<file path="src/rtl/video_ram_arbiter.sv">
// video_ram_arbiter
//   Shares the single read port of the video / packet-buffer RAM between the
//   VGA pixel fetch (absolute priority, fixed latency, never stalled) and a
//   burst reader feeding the Ethernet TX framer through a small valid/ready
//   FIFO. Burst reads only use cycles the graphics side leaves idle.
//
// Ports
//   clk, rst                     clock, synchronous active-low reset
//   gfx_readclk/gfx_raddr        graphics read request and address
//   gfx_outclk/gfx_out           graphics read data, RAM_LATENCY cycles later
//   burst_start/addr/len         start a burst of len words from addr
//   burst_busy/burst_done        burst in progress / one-cycle completion pulse
//   tx_out/tx_outclk/tx_ready    TX stream (FIFO head, valid, consumer ready)
//   ram_readclk/ram_raddr        RAM read enable and address
//   ram_outclk/ram_out           RAM read data valid and data
module video_ram_arbiter #(
    parameter int RAM_ADDR_LEN  = 10,
    parameter int DATA_LEN      = 12,
    parameter int RAM_LATENCY   = 2,
    parameter int FIFO_DEPTH    = 4,
    parameter int BURST_LEN_LEN = 11
) (
    input  logic                     clk,
    input  logic                     rst,
    input  logic                     gfx_readclk,
    input  logic [RAM_ADDR_LEN-1:0]  gfx_raddr,
    output logic                     gfx_outclk,
    output logic [DATA_LEN-1:0]      gfx_out,
    input  logic                     burst_start,
    input  logic [RAM_ADDR_LEN-1:0]  burst_addr,
    input  logic [BURST_LEN_LEN-1:0] burst_len,
    output logic                     burst_busy,
    output logic                     burst_done,
    output logic [DATA_LEN-1:0]      tx_out,
    output logic                     tx_outclk,
    input  logic                     tx_ready,
    output logic                     ram_readclk,
    output logic [RAM_ADDR_LEN-1:0]  ram_raddr,
    input  logic                     ram_outclk,
    input  logic [DATA_LEN-1:0]      ram_out
);

    localparam int PTR_W = $clog2(FIFO_DEPTH);
    localparam int CNT_W = PTR_W + 1;

    typedef enum logic [1:0] {
        IDLE  = 2'd0,
        RUN   = 2'd1,
        DRAIN = 2'd2
    } state_t;

    state_t                   state;
    logic [RAM_ADDR_LEN-1:0]  ptr;
    logic [BURST_LEN_LEN-1:0] remaining;
    logic [CNT_W-1:0]         in_flight;
    logic [CNT_W-1:0]         fifo_count;
    logic [PTR_W-1:0]         wr_ptr;
    logic [PTR_W-1:0]         rd_ptr;
    logic [DATA_LEN-1:0]      fifo_mem [FIFO_DEPTH];
    logic [RAM_LATENCY-1:0]   tag_pipe;   // 1 = this slot carried a burst read
    logic [RAM_LATENCY-1:0]   gfx_pipe;   // 1 = this slot carried a graphics read

    logic             tag_out;
    logic [CNT_W:0]   occupied;
    logic             have_credit;
    logic             burst_issue;
    logic             fifo_push;
    logic             fifo_pop;
    logic             fifo_empty;
    logic             fifo_full;

    assign tag_out = tag_pipe[RAM_LATENCY-1];

    // Words already committed to the FIFO: stored plus still inside the RAM.
    // Issuing only while this is below the depth makes overflow impossible.
    assign occupied    = {1'b0, fifo_count} + {1'b0, in_flight};
    assign have_credit = occupied < (CNT_W+1)'(FIFO_DEPTH);

    assign burst_issue = rst && (state == RUN) && !gfx_readclk
                         && (remaining != '0) && have_credit;

    // Graphics wins the port unconditionally; a burst only fills idle slots.
    assign ram_readclk = gfx_readclk | burst_issue;
    assign ram_raddr   = gfx_readclk ? gfx_raddr : ptr;

    // Returns are steered by the tag recorded at issue time. The graphics
    // pipe additionally hides stale pre-reset returns from the pixel path.
    assign gfx_outclk = ram_outclk & ~tag_out & gfx_pipe[RAM_LATENCY-1];
    assign gfx_out    = ram_out;
    assign fifo_push  = ram_outclk & tag_out;

    assign fifo_empty = (fifo_count == '0);
    assign fifo_full  = (fifo_count == CNT_W'(FIFO_DEPTH));
    assign fifo_pop   = ~fifo_empty & tx_ready;
    assign tx_outclk  = ~fifo_empty;
    assign tx_out     = fifo_empty ? '0 : fifo_mem[rd_ptr];

    assign burst_busy = (state != IDLE);

    // NOTE: sequential state uses non-blocking assignments so every register
    // samples the pre-edge values, independent of statement order.
    always_ff @(posedge clk) begin
        if (!rst) begin
            state      <= IDLE;
            ptr        <= '0;
            remaining  <= '0;
            in_flight  <= '0;
            fifo_count <= '0;
            wr_ptr     <= '0;
            rd_ptr     <= '0;
            tag_pipe   <= '0;
            // Older slots are dropped; a graphics read issued in the reset
            // cycle itself is genuine (the port follows gfx during reset).
            gfx_pipe   <= RAM_LATENCY'(gfx_readclk);
            burst_done <= 1'b0;
        end else begin
            tag_pipe   <= RAM_LATENCY'({tag_pipe, burst_issue});
            gfx_pipe   <= RAM_LATENCY'({gfx_pipe, gfx_readclk});
            in_flight  <= in_flight + CNT_W'(burst_issue) - CNT_W'(fifo_push);
            fifo_count <= fifo_count + CNT_W'(fifo_push) - CNT_W'(fifo_pop);
            if (fifo_push) wr_ptr <= wr_ptr + PTR_W'(1);
            if (fifo_pop)  rd_ptr <= rd_ptr + PTR_W'(1);
            burst_done <= 1'b0;

            case (state)
                IDLE: begin
                    if (burst_start) begin
                        if (burst_len != '0) begin
                            ptr       <= burst_addr;
                            remaining <= burst_len;
                            state     <= RUN;
                        end else begin
                            burst_done <= 1'b1;
                        end
                    end
                end
                RUN: begin
                    if (burst_issue) begin
                        ptr       <= ptr + RAM_ADDR_LEN'(1);
                        remaining <= remaining - BURST_LEN_LEN'(1);
                        if (remaining == BURST_LEN_LEN'(1)) state <= DRAIN;
                    end
                end
                DRAIN: begin
                    if ((in_flight == '0) && fifo_empty) begin
                        burst_done <= 1'b1;
                        state      <= IDLE;
                    end
                end
                default: state <= IDLE;
            endcase
        end
    end

    // NOTE: FIFO storage is deliberately not reset; occupancy is tracked by
    // the pointers/count, and tx_out is forced to zero while empty.
    always_ff @(posedge clk) begin
        if (fifo_push) fifo_mem[wr_ptr] <= ram_out;
    end

    fifo_no_overflow: assert property (@(posedge clk) disable iff (!rst)
                                       !(fifo_push && fifo_full))
        else $error("video_ram_arbiter: FIFO push while full");

endmodule

</file>
<file path="config.mk">
export PLATFORM = sky130hd
export DESIGN_NAME = video_ram_arbiter
export DESIGN_NICKNAME = d
export VERILOG_FILES = /design/src/rtl/video_ram_arbiter.sv
export SDC_FILE = /design/constraint.sdc
export NUM_CORES = 1
export LEC_CHECK = 0
export ABC_AREA = 1
export CAP_MARGIN = 20
export CORE_MARGIN = 1
export CORE_UTILIZATION = 45
export DETAILED_ROUTE_END_ITERATION = 6
export GPL_TIMING_DRIVEN = 0
export HOLD_SLACK_MARGIN = 0.15
export PLACE_DENSITY = 0.71
export SLEW_MARGIN = 10
export SYNTH_ARGS = -nofsm -noshare
export SYNTH_HDL_FRONTEND = slang
export SYNTH_SLANG_ARGS = --single-unit
</file>
<file path="constraint.sdc">
create_clock -name clk -period 3.39 [get_ports clk]
set_input_delay 0.678 -clock clk [delete_from_list [all_inputs] [get_ports clk]]
set_output_delay 0.678 -clock clk [all_outputs]
set_load 0.05 [all_outputs]
</file>
---- Word level (Yosys, flattened, before mapping) ----
Memory sizes are Yosys's and may differ from the RTL's. A register that Yosys moved wholly into a read port is not among the register bits.
Index checks and enable logic that the tools add are counted.
word-level totals
  memories ................................ 1
  register bits after elaboration ......... 38
  output and inout port bits .............. 39
  RAM bits ................................ 48
operators by class
  $add $sub $neg .......................... 9
  mux-type cells .......................... 24
  reduce and logical (&&, ||, !) cells .... 15
  equality and inequality tests ........... 8
  magnitude comparators ................... 1
  bitwise gates (word level) .............. 7
memories
  memory    depth  width  rd ports  clocked after memory_dff  wr ports  line  text
  fifo_mem  4      12     1         1                         1         59    logic [DATA_LEN-1:0] fifo_mem [FIFO_DEPTH];
operators by type and width
  kind                                                  number
  two-way mux 10 bit                                    4
  two-way mux 11 bit                                    3
  case mux 11 bit (2 select lines)                      1
  nonzero test 11 bit                                   2
  case mux 10 bit (2 select lines)                      1
  two-way mux 2 bit                                     7
  two-way mux 12 bit                                    1
  equality test 11 x 1 -> 1 bit, second input constant  1
  subtractor 11 x 1 -> 11 bit, second input constant    1
  adder 10 x 1 -> 10 bit, second input constant         1
  != test 2 bit, second input constant                  4
  adder 3 x 1 -> 3 bit                                  2
  logical NOT 3 bit                                     2
  case mux 2 bit (3 select lines)                       1
  subtractor 3 x 1 -> 3 bit                             2
  logical AND 1 bit                                     5
  two-way mux 1 bit                                     5
  AND reduction 5 bit                                   1
  adder 2 x 1 -> 2 bit, second input constant           2
  adder 3 x 3 -> 4 bit                                  1
  bitwise AND 1 bit                                     4
  < comparator 4 x 3 -> 1 bit, second input constant    1
  AND reduction 4 bit                                   1
  nonzero test 2 bit                                    2
  other kinds (8)                                       9

---- Depth between registers and ports, before layout ----
Gate-level depths: netlist of run 1.
  depth in word-level cells ............... 7
  gate-level depth with buffers ........... 15
  mapped depth without buffers ............ 15

---- Worst setup path before layout of run 1 ----
Ideal clock, no wire load.
  kind .................................... in2out
  start ................................... input port gfx_readclk
  end ..................................... output port ram_raddr[0]
  data required time ...................... 2.712 ns
  slack ................................... 0.766 ns
  arrival ................................. 1.946 ns
  stages on the path ...................... 2
  cell sequence ........................... clkbuf_1 -> o21ai_0
between the ends
  cells in the longest elaborated chain, start to end .. 1
ends and longest elaborated chain
  item                line  text
  from (decl)         25    input logic gfx_readclk,
  two-way mux 10 bit  84    assign ram_raddr = gfx_readclk ? gfx_raddr : ptr;
  to (decl)           38    output logic [RAM_ADDR_LEN-1:0] ram_raddr,
Every way passes these cells.

---- Worst setup path in the final report of run 1 ----
  start ................................... input port gfx_readclk
  end ..................................... output port ram_raddr[1]
Same word-level chain as after synthesis.

==> metrics.md, run 1 <==
| Metric | Value |
|---|---|
| # IOs | 88 |
| Share of cells above drive strength 1 | 0.07310 |
| Largest net degree at the start of global routing | 17 |
| Setup WS pre-CTS | -0.01701 ns |
| Synth warn | 0 |
| Post-synthesis sequential area ratio | 0.4975 |
| Final min period | 3.281 ns |
| Sink Count | 88 |
| H-tree levels | 3 |
| Chip height | 102.1 um |
| R2R Setup Slk | 0.94 ns |
| Final Util | 0.5961 |
| # fillers | 910 |
| Pins over their slew limit | 0 |
| Area growth syn-to-layout | 28.68% |
| TritonRoute pass-1 iters | 4 |
| Top FF cell, synth | edfxtp_1 |
| Startpoint Class | input port |
| Period utilization | 0.9678 |
| DRC errors left | 0 |
| Syn nets | 642 |
| CP Data Arrival Time | 2.60 ns |
| Slew HR | 0.5609 |
| Total area of sequential cells | 2242 um2 |
| WL per Instance | 13.05 um |
| Core Box Area | 9729 um2 |
| Num CTS Buffers | 9 |
| Max cap viols | 0 |
| Routability cong. | 0.8866 |
| Placement Cell Area | 5534 um2 |
| # rows | 36 |
| Buffer count from post-CTS setup fixing | 0 |
| Hold_buf cts | 0 |
| DR vias/cell | 4.905 |
| Worst-path clk slew | 0.09 ns |
| Syn_area_per_cell | 7.797 um2 |
| Worst setup EP type | primary output |
| Die area | 10420 um2 |
| Final Cell Area | 5799 um2 |
| First-pass GRT wire length | 16930 um |
| Routed WL | 10660 um |
| CP Max Fanout | 10 |
| Synth cell types | 27 |
| Clk buf depth | 2 |
| Power Total | 3508 uW |
| Skew-Pair Late Insertion Delay | 0.36 ns |
| DRT antenna net count | 0 |
| Mapped Cells | 578 |
| Post-Syn Area | 4507 um2 |
| Async set-reset flop share out of synthesis | 0 |
| Unrepaired setup endpoints after global routing | no |
| Final hold vios | 0 |
| Port bufs | 86 |
| Starting Density | 0.4632 |
| GRT overflow | 0 |
| HP Class | register to register |
| Setup ws final | 0.1092 ns |
| Maximum VDD drop | 0.0002818 V |
| Antenna Cells | 0 |
| Tot GR Track Use | 0.2115 |
| Critical setup path kind | input port to primary output |
| EDFF count, synth | 48 |
| Layout Skew | 0.01709 ns |
| Status | finished clean |
| Clk root buf | clkbuf_8 |
| Total number of vias | 4007 |
| Initial antenna violation count | 0 |
| TritonCTS clock tree | yes |
| Max Fclk | 304.8 MHz |
| Leak | 0.002627 uW |
| DR iter-0 viols | 191 |
| Area of the multi-input gates | 1834 um2 |
| Pwr Density | 604.8 nW/um2 |
| Chip width | 102.1 um |
| Final setup fails | 0 |
| Vias in the first global route | 3721 |
| Flop and latch count out of synthesis | 88 |
| WHS | 0.4205 ns |
| CP required | 2.71 ns |
| Detail Placement HPWL | 7686 um |
| Final #Nets | 743 |
| Tightest Pin Transition | 0.6563 ns |
[area by class of cell]
class | count | area share
buffer | 34 | 0.03409
inverter | 64 | 0.04142
clock inverter | 7 | 0.01381
clock buffer | 9 | 0.02136
multi-input combinational | 392 | 0.3163
timing repair buffer | 90 | 0.1577
sequential | 88 | 0.3866
tap | 133 | 0.02869
[Yosys cell counts (6+ instances only)]
library cell,n,area share
dfxtp_1,40,0.18
nor3_1,6,0.0067
ha_1,13,0.036
edfxtp_1,48,0.32
nor2_1,125,0.10
buf_4,13,0.022
nand2_1,124,0.10
inv_1,63,0.052
nand3_1,22,0.024
clkbuf_1,13,0.011
a21oi_1,26,0.029
o21ai_0,52,0.058
[per-stage QoR]
step / setup TNS [ns] / instances
finish: 0 / 817
global route: 0 / 817
CTS: 0 / 813
detailed placement: -0.01701 / 797
global placement: -0.001086 / 797
floorplan: 0 / 578
[cells by family (layout without fill, tap and decap cells)]
kind of cell	after synthesis	after routing	synth area share
AOI/OAI and AO/OA	83	83	0.09467
xor gates and xnor gates	3	3	0.005831
adders and majority gates	15	15	0.04498
buffers and inverters	98	204	0.09661
DFF	88	88	0.4975
and+or+nand+nor	291	291	0.2604
[routing by layer]
metal | global-route usage | share of wire
met2 | 0.3604 | 0.48
met5 | 0 | 0
met4 | 0.07143 | 0.011
met1 | 0.2724 | 0.45
met3 | 0.03625 | 0.054
[power breakdown]
group,internal (uW),switching (uW)
clock network,350,395
logic,487,998
registers,1200,75.7
total,2040,1470
[state kept, by name, indices dropped and copies added, names as in the netlist, 3 cells and up, named ones only]
signal	count
ptr	10
fifo_count	3
remaining	11
in_flight	3
fifo_mem	48
[cells in the final DEF, fill, tap and decap left out, types with 2 or more instances in the layout]
master | synthesis | final
buf_1 | 3 | 3
nor2_1 | 125 | 125
buf_6 | 2 | 4
clkbuf_2 | 0 | 2
xor2_1 | 2 | 2
ha_1 | 13 | 13
a21oi_1 | 26 | 26
clkdlybuf4s50_1 | 0 | 75
dlygate4sd2_1 | 0 | 3
dfxtp_1 | 40 | 40
fa_1 | 2 | 2
inv_1 | 63 | 63
edfxtp_1 | 48 | 48
nand2_2 | 3 | 3
clkbuf_1 | 13 | 11
clkbuf_8 | 0 | 9
clkinv_4 | 0 | 2
nor3_1 | 6 | 5
dlymetal6s2s_1 | 0 | 8
buf_2 | 3 | 3
nand2_1 | 124 | 124
buf_4 | 13 | 15
nand3_1 | 22 | 22
o21ai_0 | 52 | 52
o31ai_1 | 3 | 3
or2_2 | 4 | 4
nand4_1 | 5 | 5
[worst max-delay path: stages]
cell and delay, ns:
clkdlybuf4s50_1 0.54, clkbuf_1 0.37, nand2_1 0.09, o21ai_0 0.09, clkdlybuf4s50_1 0.83
[what timing repair did]
item                       CTS  global route
hold endpoints to repair     0             0
gates cloned                 0             0
setup endpoints to repair   11             9
gates resized for setup      5            10
[worst paths after layout]
kind / start / to / depth (start not counted)
max reg2reg: fifo_count[0] / fifo_count[2] / 10
min reg2reg: gfx_pipe[0] / gfx_pipe[1] / 2
max: gfx_readclk / ram_raddr[1] / 5
min: gfx_pipe[0] / gfx_pipe[1] / 2
No activity file was read; power rests on OpenSTA's default activity.
==> run 2: changes to the inputs <==
--- a/config.mk
+++ b/config.mk
@@ -8,11 +8,11 @@
 export ABC_AREA = 1
 export CAP_MARGIN = 20
 export CORE_MARGIN = 1
-export CORE_UTILIZATION = 45
+export CORE_UTILIZATION = 56
 export DETAILED_ROUTE_END_ITERATION = 6
 export GPL_TIMING_DRIVEN = 0
 export HOLD_SLACK_MARGIN = 0.15
-export PLACE_DENSITY = 0.71
+export PLACE_DENSITY = 0.85
 export SLEW_MARGIN = 10
 export SYNTH_ARGS = -nofsm -noshare
 export SYNTH_HDL_FRONTEND = slang
==> metrics.md, run 2 (synthesis results as in run 1) <==
| Metric | Value |
|---|---|
| Status | finished clean |
| Core Box Area | 7767 um2 |
| Setup tns final | 0 ns |
| Worst Hold Endpoint | tag_pipe[1] |
| Worst r2r src | fifo_count[1] |
| WL per Instance | 14.27 um |
| Final Util | 0.7437 |
| Vias in the first global route | 4161 |
| Area growth syn-to-layout | 28.18% |
| Total area of sequential cells | 2242 um2 |
| Final #Nets | 743 |
| Top reg by flops | fifo_mem |
| Clk root buf | clkbuf_8 |
| Port bufs | 86 |
| DR iter-0 viols | 224 |
| Die area | 8411 um2 |
| Total number of vias | 4191 |
| Unrepaired setup endpoints after global routing | no |
| Initial antenna violation count | 0 |
| Largest net degree at the start of global routing | 16 |
| Setup WS pre-CTS | 0.01774 ns |
| Setup ws final | 0.1435 ns |
| Leading cell type in the layout, fill and taps excluded | nor2_1 |
| H-tree levels | 3 |
| Tightest Pin Transition | 0.6914 ns |
| TritonCTS clock tree | yes |
| DRC errors left | 0 |
| Area of the multi-input gates | 1834 um2 |
| Starting Density | 0.5802 |
| Clk buf depth | 2 |
| First-pass GRT wire length | 18780 um |
| GRT overflow | 0 |
| Final hold vios | 0 |
| R2R Setup Slk | 0.91 ns |
| # IOs | 88 |
| Slew HR | 0.5374 |
| Most frequent cells in the layout | nor2_1, nand2_1, clkdlybuf4s50_1 |
| Max cap viols | 0 |
| Leak | 0.002671 uW |
| CP required | 2.71 ns |
| Num CTS Buffers | 9 |
| # rows | 32 |
| Final Cell Area | 5777 um2 |
| Reg2reg path depth | 10 |
| Period utilization | 0.9577 |
| Routability cong. | 0.9247 |
| Layout Skew | 0.01016 ns |
| Sink Count | 88 |
| Antenna Cells | 0 |
| Detail Placement HPWL | 8097 um |
| Worst setup EP type | primary output |
| Chip width | 91.71 um |
| Max Fclk | 308.0 MHz |
| Startpoint Class | input port |
| Final setup fails | 0 |
| Placement Cell Area | 5507 um2 |
| Hold path cells | 2 |
| Tot GR Track Use | 0.2860 |
| Top Registers | fifo_mem (48), remaining (11), ptr (10) |
| Pins over their slew limit | 0 |
| Maximum VDD drop | 0.0003280 V |
| Share of cells above drive strength 1 | 0.07456 |
| DR vias/cell | 5.332 |
| CP Data Arrival Time | 2.57 ns |
| Worst r2r dst | fifo_count[2] |
| Pwr Density | 607.0 nW/um2 |
| Critical setup path kind | input port to primary output |
| Final min period | 3.247 ns |
| Buffer count from post-CTS setup fixing | 0 |
| Max reg flops | 48 |
| Worst-path clk slew | 0.09 ns |
| CP Max Fanout | 10 |
| Chip height | 91.71 um |
| HP Class | register to register |
| DRT antenna net count | 0 |
| Skew-Pair Late Insertion Delay | 0.36 ns |
| Routed WL | 11220 um |
| TritonRoute pass-1 iters | 5 |
| # fillers | 561 |
| Hold path start | tag_pipe[0] |
[run 2: routing by layer]
layer	vias up	routed length [um]	GRT usage	share of wire
met1	1969	4506	0.3270	0.40
met5	-	0	0	0
met2	158	5856	0.5188	0.52
li1	2045	-	-	-
met3	19	697	0.06551	0.062
met4	0	159	0.1081	0.014
[run 2: repair_timing]
item                                   4_1_cts  5_1_grt
endpoints found under the hold margin        0        0
hold buffers                                 0        0
setup endpoints to repair                   10       18
pin swaps                                    0        0
gates resized for setup                      4       17
[run 2: through the flow]
step | instances | hold slack (ns) | power (uW)
2_1_floorplan | 578 | 0.3905 | 2304
3_3_place_gp | 766 | 0.3934 | 2749
3_5_place_dp | 767 | 0.3967 | 2802
4_1_cts | 783 | 0.4171 | 3506
5_1_grt | 786 | 0.4438 | 3699
6_report | 786 | 0.4173 | 3506
[run 2: worst max-delay path by stage]
stage / startpoint / end / slack, ns / cells past startpoint
detailed placement: gfx_readclk / ram_readclk / 0.02 / 8
global placement: gfx_readclk / ram_readclk / 0.03 / 8
finish: gfx_readclk / ram_raddr[3] / 0.14 / 5
floorplan: gfx_readclk / ram_raddr[0] / 0.77 / 2
CTS: gfx_readclk / ram_readclk / 0.008 / 8
global route: fifo_count[1] / tx_out[6] / 0.008 / 4
[run 2: layout make-up]
class / instances / share of cell area
flip-flops and latches: 88 / 0.3881
multi-input cells: 392 / 0.3175
repair buffers: 90 / 0.1622
inverters: 64 / 0.04159
plain buffers: 34 / 0.03465
clock buffers: 10 / 0.02209
well taps: 102 / 0.02209
clock inverters: 6 / 0.01170
[run 2: worst max-delay path, stage by stage]
cell and delay (ns):
clkdlybuf4s50_1 0.54, clkbuf_1 0.37, nand2_1 0.08, o21ai_0 0.09, clkdlybuf4s50_1 0.82
[run 2: power by group]
part / switching (uW) / leakage, uW / internal, uW / total [uW]
Sequential: 74.5 / 0.000761 / 1200 / 1280
Clock: 372 / 0.0000929 / 343 / 716
Combinational: 1020 / 0.00182 / 496 / 1510
